**src/rtl/key_hold_data_ctrl_if.sv**
```systemverilog
// Key/data bundle between board keys/switches and key_hold_data_ctrl.
// The controller takes the slave view; the driving side takes the master view.
interface key_hold_data_ctrl_if #(
  parameter int unsigned DATA_W = 4
);
  logic              en_key;
  logic [1:0]        mode;
  logic [DATA_W-1:0] data;
  logic [DATA_W-1:0] out_data;
  logic              key_db;
  logic              short_pulse;
  logic              long_pulse;
  logic              busy;

  modport master (
    output en_key, mode, data,
    input  out_data, key_db, short_pulse, long_pulse, busy
  );

  modport slave (
    input  en_key, mode, data,
    output out_data, key_db, short_pulse, long_pulse, busy
  );
endinterface

```
**src/rtl/key_hold_data_ctrl.sv**
```systemverilog
// Key synchroniser, debouncer, short/long press classifier and data transform.
// Optional auto-repeat of the long-press action while held: KEY_AUTO_REPEAT_EN.
module key_hold_data_ctrl #(
  parameter int unsigned DATA_W     = 4,
  parameter int unsigned HOLD_CYC   = 150000000,
  parameter int unsigned DEB_CYC    = 1000000,
  parameter int unsigned REPEAT_CYC = 25000000,
  parameter int unsigned CNT_W      = 28
) (
  input  logic                  FPGA_CLK,
  input  logic                  rst_n,
  key_hold_data_ctrl_if.slave   bus
);

  localparam int unsigned MAX_CNT = (HOLD_CYC > REPEAT_CYC) ? HOLD_CYC : REPEAT_CYC;
  localparam int unsigned DEB_W   = $clog2(DEB_CYC + 1);

  localparam logic [DEB_W-1:0] DEB_LAST  = DEB_W'(DEB_CYC - 1);
  localparam logic [CNT_W-1:0] HOLD_LAST = CNT_W'(HOLD_CYC - 1);

  if ((64'd1 << CNT_W) <= 64'(MAX_CNT)) begin : g_cnt_w_check
    $error("CNT_W too narrow for HOLD_CYC/REPEAT_CYC");
  end

  typedef enum logic [1:0] {
    IDLE,
    TIMING,
    FIRED
  } state_t;

  state_t            r_state;
  state_t            w_state_nxt;
  logic              r_sync1;
  logic              r_key_s;
  logic              r_key_db;
  logic [DEB_W-1:0]  r_deb_cnt;
  logic [CNT_W-1:0]  r_hold_cnt;
  logic [CNT_W-1:0]  w_hold_cnt_nxt;
  logic              r_inv_state;
  logic [DATA_W-1:0] r_out_data;
  logic              w_short;
  logic              w_long;

`ifdef KEY_AUTO_REPEAT_EN
  localparam logic [CNT_W-1:0] REP_LAST = CNT_W'(REPEAT_CYC - 1);
  logic [CNT_W-1:0] r_rep_cnt;
  logic [CNT_W-1:0] w_rep_cnt_nxt;
`endif

  // Two-flop synchroniser followed by a stability counter on the synced level.
  always_ff @(posedge FPGA_CLK) begin
    if (!rst_n) begin
      r_sync1   <= 1'b0;
      r_key_s   <= 1'b0;
      r_key_db  <= 1'b0;
      r_deb_cnt <= '0;
    end else begin
      r_sync1 <= bus.en_key;
      r_key_s <= r_sync1;
      if (r_key_s == r_key_db) begin
        r_deb_cnt <= '0;
      end else if (r_deb_cnt == DEB_LAST) begin
        r_key_db  <= r_key_s;
        r_deb_cnt <= '0;
      end else begin
        r_deb_cnt <= r_deb_cnt + 1'b1;
      end
    end
  end

  always_ff @(posedge FPGA_CLK) begin
    if (!rst_n) begin
      r_state    <= IDLE;
      r_hold_cnt <= '0;
`ifdef KEY_AUTO_REPEAT_EN
      r_rep_cnt  <= '0;
`endif
    end else begin
      r_state    <= w_state_nxt;
      r_hold_cnt <= w_hold_cnt_nxt;
`ifdef KEY_AUTO_REPEAT_EN
      r_rep_cnt  <= w_rep_cnt_nxt;
`endif
    end
  end

  // Release is tested before the threshold so a coincident release counts as short.
  always_comb begin
    w_state_nxt    = r_state;
    w_hold_cnt_nxt = r_hold_cnt;
    w_short        = 1'b0;
    w_long         = 1'b0;
`ifdef KEY_AUTO_REPEAT_EN
    w_rep_cnt_nxt  = r_rep_cnt;
`endif
    case (r_state)
      IDLE: begin
        w_hold_cnt_nxt = '0;
        if (r_key_db) begin
          w_state_nxt = TIMING;
        end
      end
      TIMING: begin
        if (!r_key_db) begin
          w_short        = 1'b1;
          w_hold_cnt_nxt = '0;
          w_state_nxt    = IDLE;
        end else if (r_hold_cnt == HOLD_LAST) begin
          w_long      = 1'b1;
          w_state_nxt = FIRED;
        end else begin
          w_hold_cnt_nxt = r_hold_cnt + 1'b1;
        end
      end
      FIRED: begin
        if (!r_key_db) begin
          w_hold_cnt_nxt = '0;
          w_state_nxt    = IDLE;
`ifdef KEY_AUTO_REPEAT_EN
          w_rep_cnt_nxt  = '0;
        end else if (r_rep_cnt == REP_LAST) begin
          w_long        = 1'b1;
          w_rep_cnt_nxt = '0;
        end else begin
          w_rep_cnt_nxt = r_rep_cnt + 1'b1;
`endif
        end
      end
      default: begin
        w_hold_cnt_nxt = '0;
        w_state_nxt    = IDLE;
      end
    endcase
  end

  always_ff @(posedge FPGA_CLK) begin
    if (!rst_n) begin
      r_out_data  <= '0;
      r_inv_state <= 1'b0;
    end else if (w_long) begin
      case (bus.mode)
        2'b00: r_out_data <= bus.data;
        2'b01: r_out_data <= ~bus.data;
        2'b10: begin
          r_out_data  <= bus.data ^ {DATA_W{~r_inv_state}};
          r_inv_state <= ~r_inv_state;
        end
        default: begin
          r_out_data  <= '0;
          r_inv_state <= 1'b0;
        end
      endcase
    end
  end

  // Pulses are gated so nothing escapes while reset is asserted.
  assign bus.out_data    = r_out_data;
  assign bus.key_db      = r_key_db;
  assign bus.short_pulse = w_short & rst_n;
  assign bus.long_pulse  = w_long & rst_n;
  assign bus.busy        = (r_state != IDLE);

endmodule

```
**src/flat_wrapper.sv**
```systemverilog
// flat-port wrapper written by rule: the top's interface ports become plain ports
module key_hold_data_ctrl_flat 
#(
  parameter int unsigned DATA_W     = 4,
  parameter int unsigned HOLD_CYC   = 150000000,
  parameter int unsigned DEB_CYC    = 1000000,
  parameter int unsigned REPEAT_CYC = 25000000,
  parameter int unsigned CNT_W      = 28
)
  (FPGA_CLK, rst_n, bus_en_key, bus_mode, bus_data, bus_out_data, bus_key_db, bus_short_pulse, bus_long_pulse, bus_busy);
  key_hold_data_ctrl_if #(.DATA_W(DATA_W)) bus_i ();
  input  logic FPGA_CLK;
  input  logic rst_n;
  input wire logic [$bits(bus_i.en_key)-1:0] bus_en_key;
  input wire logic [$bits(bus_i.mode)-1:0] bus_mode;
  input wire logic [$bits(bus_i.data)-1:0] bus_data;
  output wire logic [$bits(bus_i.out_data)-1:0] bus_out_data;
  output wire logic [$bits(bus_i.key_db)-1:0] bus_key_db;
  output wire logic [$bits(bus_i.short_pulse)-1:0] bus_short_pulse;
  output wire logic [$bits(bus_i.long_pulse)-1:0] bus_long_pulse;
  output wire logic [$bits(bus_i.busy)-1:0] bus_busy;
  assign bus_i.en_key = bus_en_key;
  assign bus_i.mode = bus_mode;
  assign bus_i.data = bus_data;
  assign bus_out_data = bus_i.out_data;
  assign bus_key_db = bus_i.key_db;
  assign bus_short_pulse = bus_i.short_pulse;
  assign bus_long_pulse = bus_i.long_pulse;
  assign bus_busy = bus_i.busy;
  key_hold_data_ctrl #(.DATA_W(DATA_W), .HOLD_CYC(HOLD_CYC), .DEB_CYC(DEB_CYC), .REPEAT_CYC(REPEAT_CYC), .CNT_W(CNT_W)) u_core (.FPGA_CLK(FPGA_CLK), .rst_n(rst_n), .bus(bus_i));
endmodule
```
**config.mk**
```make
export PLATFORM = sky130hd
export DESIGN_NAME = key_hold_data_ctrl_flat
export DESIGN_NICKNAME = d
export VERILOG_FILES = /design/src/rtl/key_hold_data_ctrl_if.sv /design/src/rtl/key_hold_data_ctrl.sv /design/src/flat_wrapper.sv
export SDC_FILE = /design/constraint.sdc
export NUM_CORES = 1
export LEC_CHECK = 0
export CAP_MARGIN = 25
export CORE_MARGIN = 1.5
export CORE_UTILIZATION = 40
export CTS_CLUSTER_SIZE = 25
export DETAILED_ROUTE_END_ITERATION = 10
export PLACE_DENSITY_LB_ADDON = 0.05
export SLEW_MARGIN = 10
export SYNTH_ARGS = -nofsm -noshare
export SYNTH_HDL_FRONTEND = slang
export SYNTH_SLANG_ARGS = --single-unit
```
**constraint.sdc**
```tcl
create_clock -name FPGA_CLK -period 2.2 [get_ports FPGA_CLK]
set_clock_uncertainty 0.05 [all_clocks]
set_input_delay 0.44 -clock FPGA_CLK [delete_from_list [all_inputs] [get_ports FPGA_CLK]]
set_output_delay 0.44 -clock FPGA_CLK [all_outputs]
set_load 0.01 [all_outputs]
```
# After elaboration in Yosys (flattened, before gate mapping)
# Index checks and enable logic that the tools add are counted.
# totals
elab_cells	54
register_bits	58
inputBits	9
# classes
addsub	2
reduce_logical	9
eq_ne	11
mux	16
bitwise	8
# ops
cell	n
28-bit 2-to-1 mux	3
28-bit one-hot mux with 2 select lines	1
28-bit by 1-bit adder with 28-bit output, second input constant	1
28-bit equality test, second input constant	1
20-bit by 1-bit adder with 20-bit output, second input constant	1
20-bit equality test, second input constant	1
4-bit one-hot mux with 3 select lines	1
2-bit 2-to-1 mux	4
3-bit inequality test, second input constant	2
2-bit one-hot mux with 3 select lines	1
2-bit AND reduction	3
1-bit 2-to-1 mux	5
2-bit by 1-bit equality test with 1-bit output, second input constant	2
2-bit equality test, second input constant	2
2-bit logical NOT	2
1-bit NOT	4
4-bit NOT	1
4-bit XOR	1
3-bit AND reduction	1
3-bit OR reduction	1
1-bit bitwise AND	2
2-bit by 1-bit inequality test with 1-bit output, second input constant	1
2-bit inequality test, second input constant	1
1-bit one-hot mux with 2 select lines	1
other kinds (3)	3

# Longest topological paths before layout
# logic_depth
depth_word	5
ltp_mapped	8
ltp_nobuf	6

# Worst setup path after synthesis
# OpenSTA, ideal clock, no wires.
# synth_path
path_type	flip-flop to flip-flop
startpoint	reg u_core.r_hold_cnt[16]
endpoint	reg u_core.r_hold_cnt[17]
path_buffers	2
setup_time_ns	0.071
required_time_ns	2.079
slack_ns	0.063
path_stages_with_launch	8
arrival_ns	2.016
cell_sequence	dfxtp_1 -> or4b_1 -> or4_4 -> o21ai_4 -> buf_6 -> buf_6 -> o31ai_1 -> a21oi_2
# synth_between
elab_chain_len	4
elab_cells_between_ends	7
cone_classes	1 x add/sub; 2 x eq/ne; 3 x mux; 1 x reduce/logical
# synth_rtl
item	line	text
start, declared	key_hold_data_ctrl.sv:37	logic [CNT_W-1:0] r_hold_cnt;
start signal, assigned	key_hold_data_ctrl.sv:80	r_hold_cnt <= w_hold_cnt_nxt;
28-bit by 1-bit adder with 28-bit output	key_hold_data_ctrl.sv:112	w_hold_cnt_nxt = r_hold_cnt + 1'b1;
28-bit 2-to-1 mux	key_hold_data_ctrl.sv:108	end else if (r_hold_cnt == HOLD_LAST) begin
28-bit 2-to-1 mux	key_hold_data_ctrl.sv:104	if (!r_key_db) begin
28-bit one-hot mux with 2 select lines	key_hold_data_ctrl.sv:96	case (r_state)
# Parallel ways exist; a longest one is shown, timed or not. The select of a mux whose other input is x is not followed.
# A chain may end at the register's enable or synchronous reset.

# Worst setup path after layout
# layout_path
startpoint	reg u_core.r_hold_cnt[24]
endpoint	out bus_long_pulse
# layout_between
elab_chain_len	5
# layout_rtl
item	line	text
28-bit equality test	key_hold_data_ctrl.sv:108	
1-bit 2-to-1 mux	key_hold_data_ctrl.sv:108	
1-bit 2-to-1 mux	key_hold_data_ctrl.sv:104	
1-bit 2-to-1 mux	key_hold_data_ctrl.sv:96	
1-bit bitwise AND	key_hold_data_ctrl.sv:160	assign bus.long_pulse = w_long & rst_n;
end, declared	flat_wrapper.sv:20	output wire logic [$bits(bus_i.long_pulse)-1:0] bus_long_pulse;
# Every way passes these cells.

==> results.py <==
metrics = {
    "outcome": {
        "status": "complete, but fails checks",
        "violations": "setup timing",
    },
    "floorplanning": {
        "die_y_um": 87.3,
        "initial_core_util_pct": 41.6,
        "rows": 30,
        "fp.dieW_um": 87.3,
        "dieArea_um2": 7630,
        "ios": 17,
        "coreArea_um2": 6830,
    },
    "yosys": {
        "syn-cell-area_um2": 2850,
        "synth_cells": 324,
        "dominantRegCellSynth": "dfxtp_1",
        "synth-async-reset-ratio_pct": 0,
        "yosys.area.top_type": "dfxtp_1",
        "synth_cell_types": 44,
        "yosysWarnings": 0,
        "yosysSeqAreaShare_pct": 40.8,
        "syn_avg_cell_area_um2": 8.78,
        "synth_edf_count": 0,
        "ys_seq_elements": 58,
        "syn-num-nets": 335,
        "synth.top_cell.area_share_pct": 40.8,
        "synth_area_leaders": "dfxtp_1 (41%), nor2_1 (4.6%), xnor2_1 (4.3%)",
    },
    "timing": {
        "tightest_slew_ps": 451,
        "holdWs_ps": 385,
        "rsz0062_at_grt": "true",
        "drv_slew": 0,
        "finalSetupViolations": 1,
        "maxSlewHeadroom_pct": 69.9,
        "setup_ws_ps": -54.2,
        "finalCritPeriodShare_pct": 102,
        "fin_crit_ps": 2250,
        "max_freq_ghz": 0.444,
        "hold_viol": 0,
    },
    "setup_path": {
        "worstSetupPathType": "reg -> out",
        "critPathMaxFanout": 2,
        "endpoint_kind": "output port",
        "startpoint": "u_core.r_hold_cnt[24]$_SDFFE_PN0P_",
        "crit_path_start_kind": "flip-flop",
        "path_cells": "or4bb_1 -> nor4_2 -> nand2_1 -> nor3_1 -> buf_2",
        "cp.required_ps": 1710,
        "slowest_delay_ps": 550,
        "worstReg2RegStart": "u_core.r_hold_cnt[18]$_SDFFE_PN0P_",
        "arrival_ps": 1760,
        "slowest_stage": "or4bb_1",
    },
    "clock_network": {
        "clock-root-buffer": "clkbuf_8",
        "htreeDepth": 3,
        "clkSlewWorstSetupHoldPaths_ps": 70,
        "clock-sinks": 58,
        "clk_latency_ps": 340,
        "cts_tree": "done",
        "cts-buffers-inserted": 9,
        "cts_buffer_depth": 2,
    },
    "placement": {
        "dp.final_hpwl_mm": 4.43,
        "place_congestion": 0.752,
        "port_buffers": 16,
    },
    "route": {
        "vias": 2446,
        "post_drt_wl_per_cell_um": 12.5,
        "routed_wl_mm": 6.12,
        "antenna_left": 0,
        "drtIter0Drc": 54,
        "dr.pass1.iters": 4,
        "drc": 0,
        "vias_per_cell": 4.99,
    },
    "layout": {
        "drive_above_1_share_pct": 27.4,
        "n_fill_cell": 643,
        "syn_to_final_growth_pct": 32.2,
        "layout.nets": 400,
        "n_antenna_cell": 0,
        "final_util_pct": 55.1,
    },
    "global_routing": {
        "grt_first_pass_wirelength_mm": 10.4,
        "antenna_found_initial": 0,
        "grtUsageTotal_pct": 17.7,
        "first_global_vias": 2334,
        "grt_max_degree": 29,
        "grt-ovfl-total": 0,
    },
    "power": {
        "peakVddDrop_uv": 393,
        "leakage_nw": 1.29,
        "power.density_nw_per_um2": 614,
        "p_total_mw": 2.31,
    },
    "job": {
        "drv_cap": 0,
    },
    "min_path": {
        "min_path_type": "reg -> reg",
        "worstHoldStart": "u_core.r_sync1$_SDFF_PN0_",
    },
}
[report_power, final]
part / leakage (nW) / switching [mW] / internal [mW]
Combinational: 0.699 / 0.0167 / 0.0243
Clock: 0.121 / 0.429 / 0.786
Sequential: 0.468 / 0.00114 / 1.05
[synthesized netlist by cell type, types with 2 or more instances]
cell type,count
dfxtp_1,58
nor2_1,35
nand2_1,31
nand3_1,17
xnor2_1,14
xor2_1,14
a21oi_2,13
or3_1,11
nand4_1,10
nor4_1,10
or4_1,10
inv_1,7
a21oi_1,6
and2_1,6
and4_1,6
clkbuf_1,6
nor3_1,6
and3_1,5
mux2i_1,5
o211ai_1,5
o21ai_1,5
o31ai_1,5
buf_6,4
o21ai_0,4
or2_2,3
or3b_2,3
ha_1,2
nand2b_1,2
nand3b_1,2
nor2b_1,2
o21ai_2,2
or4_4,2
or4b_1,2
[logic make-up after synthesis]
family / synth area share [%]
AO/OA/AOI/OAI: 11.7
flip-flops: 40.8
XOR/XNOR: 8.62
adder cells (fa/ha/maj): 0.879
buffers and inverters: 3.47
AND/OR/NAND/NOR: 32.4
multiplexers: 2.15
[timing repair]
action	in CTS	in global routing
resized for setup	10	15
hold buffers	0	0
endpoints found under the setup margin	2	25
setup buffers	0	1
pin swaps	1	3
gates cloned	0	0
endpoints found under the hold margin	0	0
[layout by cell type, fill, tap and decap left out, types with 2 or more instances in the layout]
cell and instances:
or2_2 3, o211ai_1 5, buf_6 2, or4b_4 2, or4_1 5, and3_1 5
nor2_1 35, dfxtp_2 2, or3_1 7, xnor2_1 14, nand2b_1 2, o21ai_2 2
nor3_1 5, o21ai_1 5, nor4_1 9, nand2_1 31, and2_1 6, nand3_1 17
and4_1 6, o31ai_1 5, bufinv_16 3, nor2b_1 2, xor2_1 14, clkdlybuf4s50_1 14
inv_1 7, or4_4 7, buf_4 46, mux2i_1 5, a21oi_2 13, a21oi_1 6
nand3b_1 2, dfxtp_1 56, o21ai_0 4, nand4_1 10, or3_4 4, clkbuf_1 2
or3b_2 3, clkbuf_8 10
[cell type report]
type / instances / area (um^2) / area share, %
clock buffers: 12 / 145 / 3.86
well taps: 96 / 120 / 3.19
repair buffers: 65 / 542 / 14.4
inverters: 7 / 26.3 / 0.699
flip-flops and latches: 58 / 1160 / 30.9
clock inverters: 4 / 98.8 / 2.63
multi-input cells: 248 / 1670 / 44.3
[per-layer routing]
layer	vias up	GRT usage [%]	routed length (um)	part of all wire (%)
met2	31	28.9	2830	46
met1	1109	21.5	2950	48
met5	-	0	0	0
met3	13	4.27	186	3.0
li1	1293	-	-	-
met4	0	8.95	151	2.5
[critical path: cells and delay by family (launching register included)]
| family | cells | cell delay, ps |
|---|---|---|
| simple gates | 4 | 960 |
| flops | 1 | 310 |
| buf+inv | 1 | 160 |
[state kept, by name (all words and copies together), names as in the netlist]
| signal | cells |
|---|---|
| u_core.bus.out_data | 4 |
| u_core.r_deb_cnt | 20 |
| u_core.bus.key_db | 1 |
| u_core.r_state | 2 |
| u_core.r_sync1 | 1 |
| u_core.r_inv_state | 1 |
| u_core.r_key_s | 1 |
| u_core.r_hold_cnt | 28 |
[metrics by stage]
step / setup WS (ps) / instances / instance area (um^2) / TNS, ps
6_report: -54.2 / 490 / 3760 / -54.2
5_1_grt: -176 / 490 / 3760 / -192
4_1_cts: -77.9 / 489 / 3690 / -77.9
3_5_place_dp: -228 / 473 / 3430 / -245
3_3_place_gp: -222 / 473 / 3430 / -237
2_1_floorplan: 63.2 / 324 / 2850 / 0
[final timing paths]
| path | to | slack, ps | depth (start not counted) |
|---|---|---|---|
| max | bus_long_pulse | -50 | 5 |
| min | u_core.r_key_s$_SDFF_PN0_ | 380 | 1 |
| max reg2reg | u_core.r_hold_cnt[17]$_SDFFE_PN0P_ | 40 | 6 |
| min reg2reg | u_core.r_key_s$_SDFF_PN0_ | 380 | 1 |
Power figures use the tool's default switching activity.
